File: src/rtl/turn_signal_ctrl.sv
// Turn-signal request controller: conditions the left/right/hazard buttons and
// runs the IDLE/LEFT/RIGHT/HAZARD request FSM with mode gating and auto-cancel.

module turn_signal_ctrl_debounce #(
  parameter int DEBOUNCE_CYCLES = 1_000_000
) (
  input  logic clk,
  input  logic rst_n,
  input  logic btn_raw,
  output logic press
);
  localparam int CW = (DEBOUNCE_CYCLES > 1) ? $clog2(DEBOUNCE_CYCLES) : 1;
  localparam logic [CW-1:0] CNT_LAST = CW'(DEBOUNCE_CYCLES - 1);

  logic          sync1_q, sync2_q;
  logic          level_q, level_d, level_dly_q;
  logic [CW-1:0] cnt_q, cnt_d;

  // Counter only runs while the synchronised level disagrees with the accepted one.
  always_comb begin
    level_d = level_q;
    cnt_d   = '0;
    if (sync2_q != level_q) begin
      if (cnt_q == CNT_LAST) level_d = sync2_q;
      else                   cnt_d   = cnt_q + 1'b1;
    end
  end

  always_ff @(posedge clk) begin
    if (!rst_n) begin
      sync1_q     <= 1'b0;
      sync2_q     <= 1'b0;
      level_q     <= 1'b0;
      level_dly_q <= 1'b0;
      cnt_q       <= '0;
    end else begin
      sync1_q     <= btn_raw;
      sync2_q     <= sync1_q;
      level_q     <= level_d;
      level_dly_q <= level_q;
      cnt_q       <= cnt_d;
    end
  end

  assign press = level_q & ~level_dly_q;
endmodule

module turn_signal_ctrl #(
  parameter int DEBOUNCE_CYCLES    = 1_000_000,
  parameter int AUTO_CANCEL_CYCLES = 500_000_000
) (
  input  logic       clk,
  input  logic       rst_n,
  input  logic [2:0] state,
  input  logic       btn_left,
  input  logic       btn_right,
  input  logic       btn_hazard,
  output logic       dir_left,
  output logic       dir_right,
  output logic       restart,
  output logic [1:0] sig_state
);
  localparam int NUM_BTN = 3;
  localparam int AW      = (AUTO_CANCEL_CYCLES > 1) ? $clog2(AUTO_CANCEL_CYCLES) : 1;
  localparam logic [AW-1:0] AC_LAST = AW'(AUTO_CANCEL_CYCLES - 1);

  typedef enum logic [1:0] {
    S_IDLE   = 2'd0,
    S_LEFT   = 2'd1,
    S_RIGHT  = 2'd2,
    S_HAZARD = 2'd3
  } sig_state_e;

  logic [NUM_BTN-1:0] btn_raw, press;
  sig_state_e         state_q, state_d;
  logic [AW-1:0]      ac_cnt_q, ac_cnt_d;
  logic               restart_q, restart_d;
  logic               en, p_left, p_right, p_haz, ac_done;

  assign btn_raw = {btn_hazard, btn_right, btn_left};

  for (genvar i = 0; i < NUM_BTN; i++) begin : g_btn
    turn_signal_ctrl_debounce #(.DEBOUNCE_CYCLES(DEBOUNCE_CYCLES)) u_deb (
      .clk     (clk),
      .rst_n   (rst_n),
      .btn_raw (btn_raw[i]),
      .press   (press[i])
    );
  end

  assign en = (state == 3'd3) || (state == 3'd4);

  // Simultaneous left+right presses cancel; hazard always wins.
  assign p_haz   = press[2];
  assign p_left  = press[0] & ~press[1];
  assign p_right = press[1] & ~press[0];
  assign ac_done = (ac_cnt_q == AC_LAST);

  always_comb begin
    state_d = state_q;
    if (!en) begin
      state_d = S_IDLE;
    end else begin
      case (state_q)
        S_IDLE: begin
          if      (p_haz)   state_d = S_HAZARD;
          else if (p_left)  state_d = S_LEFT;
          else if (p_right) state_d = S_RIGHT;
        end
        S_LEFT: begin
          if      (p_haz)   state_d = S_HAZARD;
          else if (p_left)  state_d = S_IDLE;
          else if (p_right) state_d = S_RIGHT;
          else if (ac_done) state_d = S_IDLE;
        end
        S_RIGHT: begin
          if      (p_haz)   state_d = S_HAZARD;
          else if (p_right) state_d = S_IDLE;
          else if (p_left)  state_d = S_LEFT;
          else if (ac_done) state_d = S_IDLE;
        end
        S_HAZARD: begin
          if (p_haz) state_d = S_IDLE;
        end
      endcase
    end
  end

  // Auto-cancel timer measures dwell time in the current LEFT/RIGHT state only.
  always_comb begin
    ac_cnt_d  = '0;
    if ((state_d == state_q) && ((state_q == S_LEFT) || (state_q == S_RIGHT)))
      ac_cnt_d = ac_cnt_q + 1'b1;
    restart_d = (state_d != state_q) && (state_d != S_IDLE);
  end

  always_ff @(posedge clk) begin
    if (!rst_n) begin
      state_q   <= S_IDLE;
      ac_cnt_q  <= '0;
      restart_q <= 1'b0;
    end else begin
      state_q   <= state_d;
      ac_cnt_q  <= ac_cnt_d;
      restart_q <= restart_d;
    end
  end

  assign dir_left  = (state_q == S_LEFT)  || (state_q == S_HAZARD);
  assign dir_right = (state_q == S_RIGHT) || (state_q == S_HAZARD);
  assign restart   = restart_q;
  assign sig_state = state_q;
endmodule

File: config.mk
export PLATFORM = sky130hd
export DESIGN_NAME = turn_signal_ctrl
export DESIGN_NICKNAME = d
export VERILOG_FILES = /design/src/rtl/turn_signal_ctrl.sv
export SDC_FILE = /design/constraint.sdc
export NUM_CORES = 1
export LEC_CHECK = 0
export CORE_MARGIN = 3
export CORE_UTILIZATION = 50
export DETAILED_ROUTE_END_ITERATION = 8
export PLACE_DENSITY_LB_ADDON = 0.25
export SETUP_SLACK_MARGIN = 0.4
export SYNTH_ARGS = -nofsm -noshare
export SYNTH_HDL_FRONTEND = slang
export SYNTH_SLANG_ARGS = --single-unit
export TNS_END_PERCENT = 30
File: constraint.sdc
create_clock -name clk -period 2.7 [get_ports clk]
set_clock_uncertainty 0.1 [all_clocks]
set_input_delay 0.27 -clock clk [delete_from_list [all_inputs] [get_ports clk]]
set_output_delay 0.27 -clock clk [all_outputs]
set_load 0.01 [all_outputs]
==> metrics.txt <==
syn_area_per_cell=around 8.7 um2; CP Data Required Time=2330 ps; DIE WIDTH=106 um; area share of the largest cell type after synthesis=0.417; vias in the first global route=3721; post-synth top area cell=dfxtp_1; Switching Share=0.226; Slew @ Worst Pin=526 ps; CTS clk-pin slew, worst paths=~110 ps; DRT iter0 DRCs=255; Final Total Pwr=2.58 mW; min Tclk post-route=approximately 2300 ps; CP startpoint kind=flop; H-Tree Depth=3; root buffer cell=clkbuf_8; register area share after synthesis=0.417; Clock Path Buffers=2; PwrDens=between 400 and 500 mW/mm2; max-slew violations=0; Largest delay share family, worst path=buffers and inverters; setup TNS=0 ps; worst hold path class=flop to flop; All-Layer GR Usage=0.177; Comb power frac=0.013; DIE AREA=0.0112 mm2; Clock Latency Late Sink=about 370 ps; Yosys reg bits=approximately 100; multi-input logic area=0.00275 mm2; crit-path cells=inv_1 -> ha_1 -> or2_2 -> clkdlybuf4s50_1; # rows=35; Critical Path Slowest Stage Cell=clkdlybuf4s50_1; fillers=867; register area=about 0.0021 mm2; CTS tree=yes; RSZ-0062 raised after global routing=true; main flop type after synthesis=dfxtp_1; first-pass GRT wire length=16700 um; internal power=2.00 mW; worst IR drop on VDD=between 0.2 and 0.25 mV; CP peak stage delay=480 ps; initial antenna violation count=0; via/cell ratio=5.35; max-capacitance violation count=0; Final Setup Violations=0; PortBufs=12; Remaining Overflow, GRT=0; Synth Instances=576; Final Cycle Share=0.844; diode count=0; Slew headroom=0.649; P_sw=0.583 mW; ranking of synthesized cells by area=dfxtp_1 42%, xnor2_1 8.6%, nor2_1 8.3%; DRT antenna net count=0; top-level I/O count=13; WL/cell=13.1 um; post-synthesis cell type count=50; asr flop ratio synth=0; post-detail-place hpwl=~6700 um; Final Wtd Congestion=0.919; Setup CP Type=flop to primary output; via count=3877; Net count, final=606; CTS sink count=roughly 100; chip height=106 um; pin count of the biggest net entering global routing=30; Pleak=1.87 nW; layout cells sized above 1=0.0756; worst path buffer plus inverter count=2; area grow syn2layout=9.36%; first-pass iteration count of the detailed router=4; kind of end point of the critical path=primary output; Sequential Power Share=0.596; Syn Nets=592; Ys Warns=0; mapped cell area=0.00500 mm2; number of CTS-inserted buffers=9; CP Data Arrival Time=1910 ps; CORE AREA=0.00946 mm2; critical path peak fanout=8; Starting Density=0.528; max frequency=439 MHz; final hold vios=0; Post-synth EDFFs=0; final WL=~9500 um; # DRC=0; Clk network pwr share=0.390; status=complete, no violations; post-CTS setup buffers=0
==> worst paths after layout <==
kind,startpoint,endpoint,slack (ps),cells past startpoint
min reg2reg,g_btn[0].u_deb.sync1_q,g_btn[0].u_deb.sync2_q,350,1
max reg2reg,ac_cnt_q[0],ac_cnt_q[27],450,8
min,g_btn[0].u_deb.sync1_q,g_btn[0].u_deb.sync2_q,350,1
max,sig_state[1],dir_left,420,4
==> state kept, by name, summed over array words and instances, names as in the netlist <==
register / cells
restart: 1
g_btn.u_deb.sync2_q: 3
g_btn.u_deb.cnt_q: 60
g_btn.u_deb.sync1_q: 3
sig_state: 2
ac_cnt_q: 29
g_btn.u_deb.level_dly_q: 3
g_btn.u_deb.level_q: 3
==> layout make-up <==
type / count / area share
tap: 129 / 0.0295
clock inverter: 7 / 0.0156
sequential: 104 / 0.382
multi-input combinational: 441 / 0.503
clock buffer: 9 / 0.0227
timing repair buffer: 23 / 0.0398
inverter: 11 / 0.00755
==> per-stage QoR <==
| stage | area (um2) | setup slack, ps | std cells | utilization | hold slack, ps |
|---|---|---|---|---|---|
| floorplan | 5000 | 589 | 576 | - | 297 |
| global placement | 5230 | 406 | 708 | 0.553 | 322 |
| detailed placement | 5230 | 320 | 708 | 0.553 | 329 |
| CTS | 5450 | 405 | 724 | 0.576 | 357 |
| global route | 5470 | 333 | 724 | 0.578 | 367 |
| finish | 5470 | 420 | 724 | 0.578 | 351 |
==> cell usage in the layout (no fill, tap or decap), types with 2 or more instances in the layout <==
cell and instances:
a21oi_1 4, nand3_1 62, nor4_1 5, nand3_4 2
buf_4 9, o21a_1 2, and3_1 16, nor2b_1 6
o211ai_1 2, nor4bb_1 4, or2_2 3, o21ai_0 2
clkbuf_8 9, and4_1 9, and2_1 15, nand2_1 34
inv_6 2, nor2_1 111, nor4b_1 9, clkinv_4 3
nand2b_1 4, inv_1 11, xnor2_1 49, clkdlybuf4s50_1 11
dfxtp_1 102, mux2i_1 3, nand4_1 27, xor2_1 34
nor4_2 2, nand3b_1 2, or3_1 2, nor3_1 5
ha_1 7
==> power by group through the flow <==
stage	clock network, mW	logic (mW)	registers [mW]
after floorplan	0	0.0171	1.58
after global placement	0	0.0336	1.58
after detailed placement	0	0.0345	1.58
after CTS	1.05	0.0348	1.54
after global routing	1.10	0.0391	1.54
final	1.01	0.0346	1.54
==> what timing repair did <==
item / 4_1_cts / 5_1_grt
hold buffers: 0 / 0
endpoints found under the setup margin: 25 / 50
gates cloned: 0 / 0
resized for setup: 6 / 4
==> synthesized netlist by cell type, types with 3 or more instances <==
cell type,number
xor2_1,34
nand2_1,34
and4_1,9
and2_1,15
nor2_1,111
xnor2_1,49
buf_6,4
nor4b_1,9
buf_2,7
nor4bb_1,4
nor3_1,5
mux2i_1,3
nor4_1,5
nand2b_1,4
nand4_1,27
and3_1,16
clkbuf_1,7
inv_1,11
nand3_1,63
dfxtp_1,104
nor2b_1,7
a21oi_1,5
ha_1,8
or2_2,3
==> metal layers <==
metal	GRT usage	part of all wire	up-vias
met5	0	0	-
met4	0.0722	0.015	0
met3	0.0231	0.028	9
met2	0.292	0.46	59
met1	0.235	0.50	1812
li1	-	-	1997
==> logic make-up after synthesis <==
family	after synthesis	synth area share
adder cells (fa/ha/maj)	8	0.0200
flip-flops	104	0.417
AO/OA/AOI/OAI	23	0.0385
AND/OR/NAND/NOR	324	0.336
XOR/XNOR	83	0.145
multiplexers	3	0.00601
buffers and inverters	31	0.0375
Power figures use the tool's default switching activity.
